===== config.mk =====
export PLATFORM = sky130hd
export DESIGN_NAME = cpu_control_fsm
export DESIGN_NICKNAME = d
export VERILOG_FILES = /design/src/rtl/cpu_control_fsm.sv
export SDC_FILE = /design/constraint.sdc
export NUM_CORES = 1
export LEC_CHECK = 0
export ABC_AREA = 1
export CAP_MARGIN = 25
export CORE_MARGIN = 8
export CORE_UTILIZATION = 35
export CTS_CLUSTER_DIAMETER = 30
export DETAILED_ROUTE_END_ITERATION = 10
export DONT_BUFFER_PORTS = 1
export PLACE_DENSITY = 0.46
export SKIP_CTS_REPAIR_TIMING = 1
export SLEW_MARGIN = 20
export SYNTH_ARGS = -nofsm -noshare
export SYNTH_HDL_FRONTEND = slang
export SYNTH_SLANG_ARGS = --single-unit

===== constraint.sdc =====
create_clock -name Clock -period 3.15 [get_ports Clock]
set_input_delay 0.1575 -clock Clock [delete_from_list [all_inputs] [get_ports Clock]]
set_output_delay 0.1575 -clock Clock [all_outputs]
set_load 0.03 [all_outputs]

===== src/rtl/cpu_control_fsm.sv =====
// Multicycle CPU control unit: fetch/decode/execute sequencing,
// datapath strobes, multi-cycle MUL hold and retired-instruction count.
module cpu_control_fsm #(
  parameter int unsigned MUL_CYCLES = 3
) (
  input  logic        Clock,
  input  logic        Reset,
  input  logic [3:0]  Opcode,
  input  logic        Zero,
  input  logic        MemReady,
  output logic        MemRead,
  output logic        MemWrite,
  output logic        IRWrite,
  output logic        PCWrite,
  output logic        RegWrite,
  output logic        MemToReg,
  output logic        ALUSrc,
  output logic [1:0]  ALUOp,
  output logic        Illegal,
  output logic        Halted,
  output logic [2:0]  State,
  output logic [15:0] InstrCount
);

  typedef enum logic [2:0] {
    FETCH   = 3'd0,
    DECODE  = 3'd1,
    EXEC    = 3'd2,
    MEMRD   = 3'd3,
    MEMWR   = 3'd4,
    WB      = 3'd5,
    MULWAIT = 3'd6,
    HALT    = 3'd7
  } state_t;

  localparam logic [3:0] OP_R    = 4'd0;
  localparam logic [3:0] OP_LS   = 4'd1;
  localparam logic [3:0] OP_SS   = 4'd2;
  localparam logic [3:0] OP_BEQ  = 4'd3;
  localparam logic [3:0] OP_BNE  = 4'd4;
  localparam logic [3:0] OP_MUL  = 4'd5;
  localparam logic [3:0] OP_HALT = 4'd15;

  localparam logic [3:0] MUL_LOAD = 4'(MUL_CYCLES - 1);
  localparam bit         MUL_WAIT = (MUL_CYCLES > 1);

  state_t      state;
  logic [3:0]  opc;
  logic [3:0]  cnt;
  logic [15:0] icount;

  logic legal;
  logic is_br;
  logic retire;

  assign legal  = (Opcode <= OP_MUL) || (Opcode == OP_HALT);
  assign is_br  = (opc == OP_BEQ) || (opc == OP_BNE);
  assign retire = (state == WB)
               || (state == MEMWR && MemReady)
               || (state == EXEC && is_br);

  always_ff @(posedge Clock or negedge Reset) begin
    if (!Reset) begin
      state  <= FETCH;
      opc    <= 4'd0;
      cnt    <= 4'd0;
      icount <= 16'd0;
    end else begin
      if (retire)
        icount <= icount + 16'd1;
      unique case (state)
        FETCH: begin
          if (MemReady)
            state <= DECODE;
        end
        DECODE: begin
          opc <= Opcode;
          unique case (1'b1)
            !legal:              state <= FETCH;
            (Opcode == OP_HALT): state <= HALT;
            default:             state <= EXEC;
          endcase
        end
        EXEC: begin
          case (opc)
            OP_R:  state <= WB;
            OP_LS: state <= MEMRD;
            OP_SS: state <= MEMWR;
            OP_MUL: begin
              cnt   <= MUL_LOAD;
              state <= MUL_WAIT ? MULWAIT : WB;
            end
            default: state <= FETCH;
          endcase
        end
        MULWAIT: begin
          cnt <= cnt - 4'd1;
          if (cnt <= 4'd1)
            state <= WB;
        end
        MEMRD: begin
          if (MemReady)
            state <= WB;
        end
        MEMWR: begin
          if (MemReady)
            state <= FETCH;
        end
        WB:   state <= FETCH;
        HALT: state <= HALT;
      endcase
    end
  end

  // Strobes decode from state/opc; FETCH handshake is gated by reset
  always_comb begin
    MemRead  = 1'b0;
    MemWrite = 1'b0;
    IRWrite  = 1'b0;
    PCWrite  = 1'b0;
    RegWrite = 1'b0;
    MemToReg = 1'b0;
    ALUSrc   = 1'b0;
    ALUOp    = 2'b00;
    Illegal  = 1'b0;
    Halted   = 1'b0;
    unique case (state)
      FETCH: begin
        MemRead = 1'b1;
        IRWrite = MemReady && Reset;
        PCWrite = MemReady && Reset;
      end
      DECODE: Illegal = !legal;
      EXEC: begin
        case (opc)
          OP_R: ALUOp = 2'b10;
          OP_LS, OP_SS: ALUSrc = 1'b1;
          OP_BEQ: begin
            ALUOp   = 2'b01;
            PCWrite = Zero;
          end
          OP_BNE: begin
            ALUOp   = 2'b01;
            PCWrite = !Zero;
          end
          OP_MUL: ALUOp = 2'b11;
          default: ;
        endcase
      end
      MEMRD: begin
        MemRead = 1'b1;
        ALUSrc  = 1'b1;
      end
      MEMWR: begin
        MemWrite = 1'b1;
        ALUSrc   = 1'b1;
      end
      WB: begin
        RegWrite = 1'b1;
        MemToReg = (opc == OP_LS);
      end
      MULWAIT: ALUOp = 2'b11;
      HALT:    Halted = 1'b1;
    endcase
  end

  assign State      = state;
  assign InstrCount = icount;

endmodule


# Word-level counts from Yosys, hierarchy flattened
# Index checks and enable logic that the tools add are counted.
# classes
n_addsub	2
order_cmp	2
n_eq_ne	18
mux	22
reduce_logical	18
# op_table
operator	count
case mux 3 bit (8 select lines)	1
adder 16 x 1 -> 16 bit, second input constant	1
equality test 3 bit, second input constant	4
two-way mux 3 bit	4
case mux 3 bit (4 select lines)	1
equality test 4 x 2 -> 1 bit, second input constant	2
equality test 4 x 3 -> 1 bit, second input constant	2
two-way mux 1 bit	8
!= test 2 bit, second input constant	4
case mux 4 bit (2 select lines)	1
OR reduction 2 bit	4
equality test 3 x 2 -> 1 bit, second input constant	2
case mux 1 bit (2 select lines)	3
case mux 2 bit (3 select lines)	1
case mux 3 bit (2 select lines)	1
equality test 4 x 1 -> 1 bit, second input constant	1
equality test 4 bit, second input constant	1
less-or-equal comparator 4 x 1 -> 1 bit, second input constant	1
less-or-equal comparator 4 x 3 -> 1 bit, second input constant	1
zero test 4 bit	1
logical OR 1 bit	4
two-way mux 4 bit	1
case mux 2 bit (2 select lines)	1
AND reduction 4 bit	1
other kinds (8)	11
# totals
regBits	27

# Longest topological paths before layout
# logic_depth
word_depth	5
mapped_depth	9
depth_no_buf	8

# Worst setup path after synthesis
# Ideal clock, no wire load.
# synth_path
path_kind	flip-flop to output port
from	register state[2] (netlist: State[2])
to	output port MemToReg
arrival_time_ps	1761
required_ps	2992
slack_ps	1232
path_stages_with_launch	4
path_cell_list	dfrtp_1 > buf_4 > inv_2 > nor4_1
# synth_via
elab_chain_cells	2
# synth_rtl
item	line	text
from (decl)	47	state_t state;
from (signal assigned)	91	state <= MUL_WAIT ? MULWAIT : WB;
equality test 3 bit	127	unique case (state)
two-way mux 1 bit	127	
to (decl)	16	output logic MemToReg,
# No other way between the ends.

# Worst setup path after layout
# layout_path
from	register state[1] (netlist: State[1])
to	output port PCWrite
# layout_via
elab_chain_cells	2
word_cells_on_any_way	3
classes_between	eq/ne (1); mux (1); reduce/logical (1)
# layout_rtl
item	line	text
equality test 3 x 2 -> 1 bit or zero test 3 bit (tied branches)	127	
case mux 1 bit (2 select lines) *	127	
to (decl)	14	output logic PCWrite,
# Mark *: on every way between the ends. The rest lies on a longest branch, timed or not.

==> run summary <==
Outcome -> finished clean
Async SR Flop Fraction -> 1.00
Row count -> 26
CTS Root Cell -> clkbuf_8
Crit end category -> output pin
GPL Wtd Cong -> 0.809
Leak -> 0.977 nW
Number of fill cells -> 576
Hold Startpoint -> Opcode[3]
Final critical-path required period -> 2260 ps
RR Endpoint -> InstrCount[3]
Avg Cell Area, Syn -> 6.81 um2
Busiest layer in global routing -> met2
Met3 GRT Util -> 0.0474
Worst slew pin tran -> 789 ps
Switching portion of total power -> 0.537
Mapped Nets -> 280
Synthesis-stage register bit count -> 27
Slew Viols, Final -> 0
Ys flop type -> dfrtp_1
Detailed Routing Iterations Pass 1 -> 4
Fin util -> 0.389
Fin crit share -> 0.717
Die width -> 88.3 um
Warnings, synthesis -> 0
CTS Sinks -> 27
Initial Utilization -> 0.361
Area Overhead vs Synth -> 7.72%
Met1 usage -> 0.147
Wire per inst -> 13.7 um
Final wirelength -> 4.68 mm
Initial antenna violation count -> 0
Via count -> 1,626
H-tree levels -> 1
Final hold slack -> 4.75 ps
Post-DP HPWL -> 3.47 mm
R2R Setup Slk -> 1190 ps
Final-report setup violation count -> 0
# port buffers -> 0
Routed Antenna Nets -> 0
Number of distinct library cells after synthesis -> 27
N_diodes -> 0
Met2 usage -> 0.207
Total power -> 1.59 mW
Final instance area -> 1970 um2
Clock network power share -> 0.127
Vias in the first global route -> 1,606
Final setup margin -> 891 ps
NetSw -> 0.854 mW
Max_cap viols -> 0
Fmax -> 443 MHz
Crit start category -> flip-flop
Violation count after the first detailed-routing iteration -> 57
R2r worst-path depth -> 5
RSZ-0062 raised after global routing -> false
Part of the power in registers -> 0.423
Reg2reg start -> State[2]
CTS tree -> yes
Setup WS pre-CTS -> 1150 ps
Final-report hold violation count -> 0
Power Dens Cells -> 806 nW/um2
CP Cell Sequence -> nor2_2, nand2_1, nor2_1, a31o_2
Logic pwr share -> 0.450
CP peak stage delay -> 640 ps
Hold Crit Depth -> 2
Sequential cell area fraction in the yosys report -> 0.369
CP max FO -> 9
DR vias/cell -> 4.75
Later-pin clock latency in the skew report -> 270 ps
DR DRC count -> 0
Critical path's slowest cell -> dfrtp_1
EDFF count, synth -> 0
Global-route wire length before repair -> 7.69 mm
Setup TNS -> 0 ps
Max clock buf depth -> 2
Setup Crit Path Kind -> flip-flop to output pin
Clk pin slew, worst setup/hold paths -> 100 ps
Die boundary height -> 88.3 um
Num CTS Buffers -> 3
Post-route insts no fill -> 342
# nets final -> 284
Skew final -> 6.00 ps
Gate Count Post-Synth -> 269
Hold endpoint -> opc[3]
CP required -> 2990 ps
Placed cell areas -> 1900 um2
Hold Path Class -> input port to flip-flop
Worst relative slew slack -> 0.471
Worst vdd ir -> 0.452 mV
Placeable Area -> 5070 um2
Largest net degree at the start of global routing -> 29
Cell area after synthesis -> 1830 um2
Gr usage total -> 0.125
Gr ovfl total -> 0
I/O pin total -> 38
DIE AREA -> 7800 um2
Internal power -> 0.735 mW
CP arrival -> 2100 ps
Placed insts -> 336
Ratio of cells with drive above 1 in the final layout -> 0.0735
[worst max-delay path by stage]
stage / startpoint / end / slack [ps] / cells past startpoint
6_report: State[1] / PCWrite / 890 / 4
5_1_grt: State[2] / PCWrite / 760 / 4
4_1_cts: State[2] / PCWrite / 840 / 4
3_5_place_dp: State[2] / PCWrite / 1150 / 4
3_3_place_gp: State[2] / PCWrite / 1170 / 4
2_1_floorplan: State[2] / MemToReg / 1230 / 3
[critical path, delay by kind of cell, from the launching register on]
family           cells  cell delay [ps]
AND/OR/NAND/NOR      3              860
AO/OA/AOI/OAI        1              320
flip-flops           1              640
[state kept, by name, indices dropped and copies added, names as in the netlist]
register	flops
cnt	4
State	3
InstrCount	16
opc	4
[synth_stat cells (3+ instances only)]
| cell | n | share of area |
|---|---|---|
| nand3_1 | 30 | 0.082 |
| ha_1 | 3 | 0.020 |
| nand4_1 | 9 | 0.031 |
| inv_1 | 30 | 0.061 |
| nor2_1 | 28 | 0.057 |
| dfrtp_1 | 27 | 0.37 |
| nand2_1 | 94 | 0.19 |
| nor2_2 | 3 | 0.010 |
| o21ai_0 | 14 | 0.038 |
| xor2_1 | 5 | 0.024 |
[layer usage]
metal  part of all wire  vias up
li1                   -      867
met3              0.086        2
met5                  0        -
met4             0.0053        0
met1               0.45      729
met2               0.46       28
[power groups by stage]
stage          Sequential [mW]  Clock (mW)  Combinational, mW
4_1_cts                  0.677       0.214              0.714
3_3_place_gp             0.684           0              0.713
3_5_place_dp             0.683           0              0.712
5_1_grt                  0.697       0.230              0.826
6_report                 0.673       0.202              0.715
2_1_floorplan            0.612           0              0.654
[area by class of cell]
class,instances,area [um2],share of cell area
Clock buffer,4,45.0,0.0228
Inverter,32,120,0.0609
Multi-Input combinational cell,205,1000,0.507
Sequential cell,27,676,0.342
Tap cell,70,87.6,0.0444
Timing Repair Buffer,4,45.0,0.0228
[kinds of logic (layout without fill, tap and decap cells)]
kind of cell / after synthesis / after routing / synth area share
flip-flops: 27 / 27 / 0.369
AO/OA/AOI/OAI: 20 / 20 / 0.0594
XOR/XNOR: 7 / 7 / 0.0335
AND/OR/NAND/NOR: 174 / 174 / 0.426
multiplexers: 1 / 1 / 0.00615
buffers and inverters: 37 / 40 / 0.0854
adder cells (fa/ha/maj): 3 / 3 / 0.0205
[cell usage in the layout (no fill, tap or decap), drive strengths merged, types with 2 or more instances in the layout]
cell / netlist / final
o21ai: 14 / 14
a21oi: 2 / 2
nand2: 97 / 97
xor2: 5 / 5
dfrtp: 27 / 27
xnor2: 2 / 2
clkbuf: 0 / 4
buf: 5 / 3
nor3: 2 / 2
ha: 3 / 3
nand3: 30 / 30
nor2: 33 / 33
nand4: 9 / 9
inv: 32 / 32
nor4: 2 / 2
Note: power is estimated with default switching activity, not from simulation.
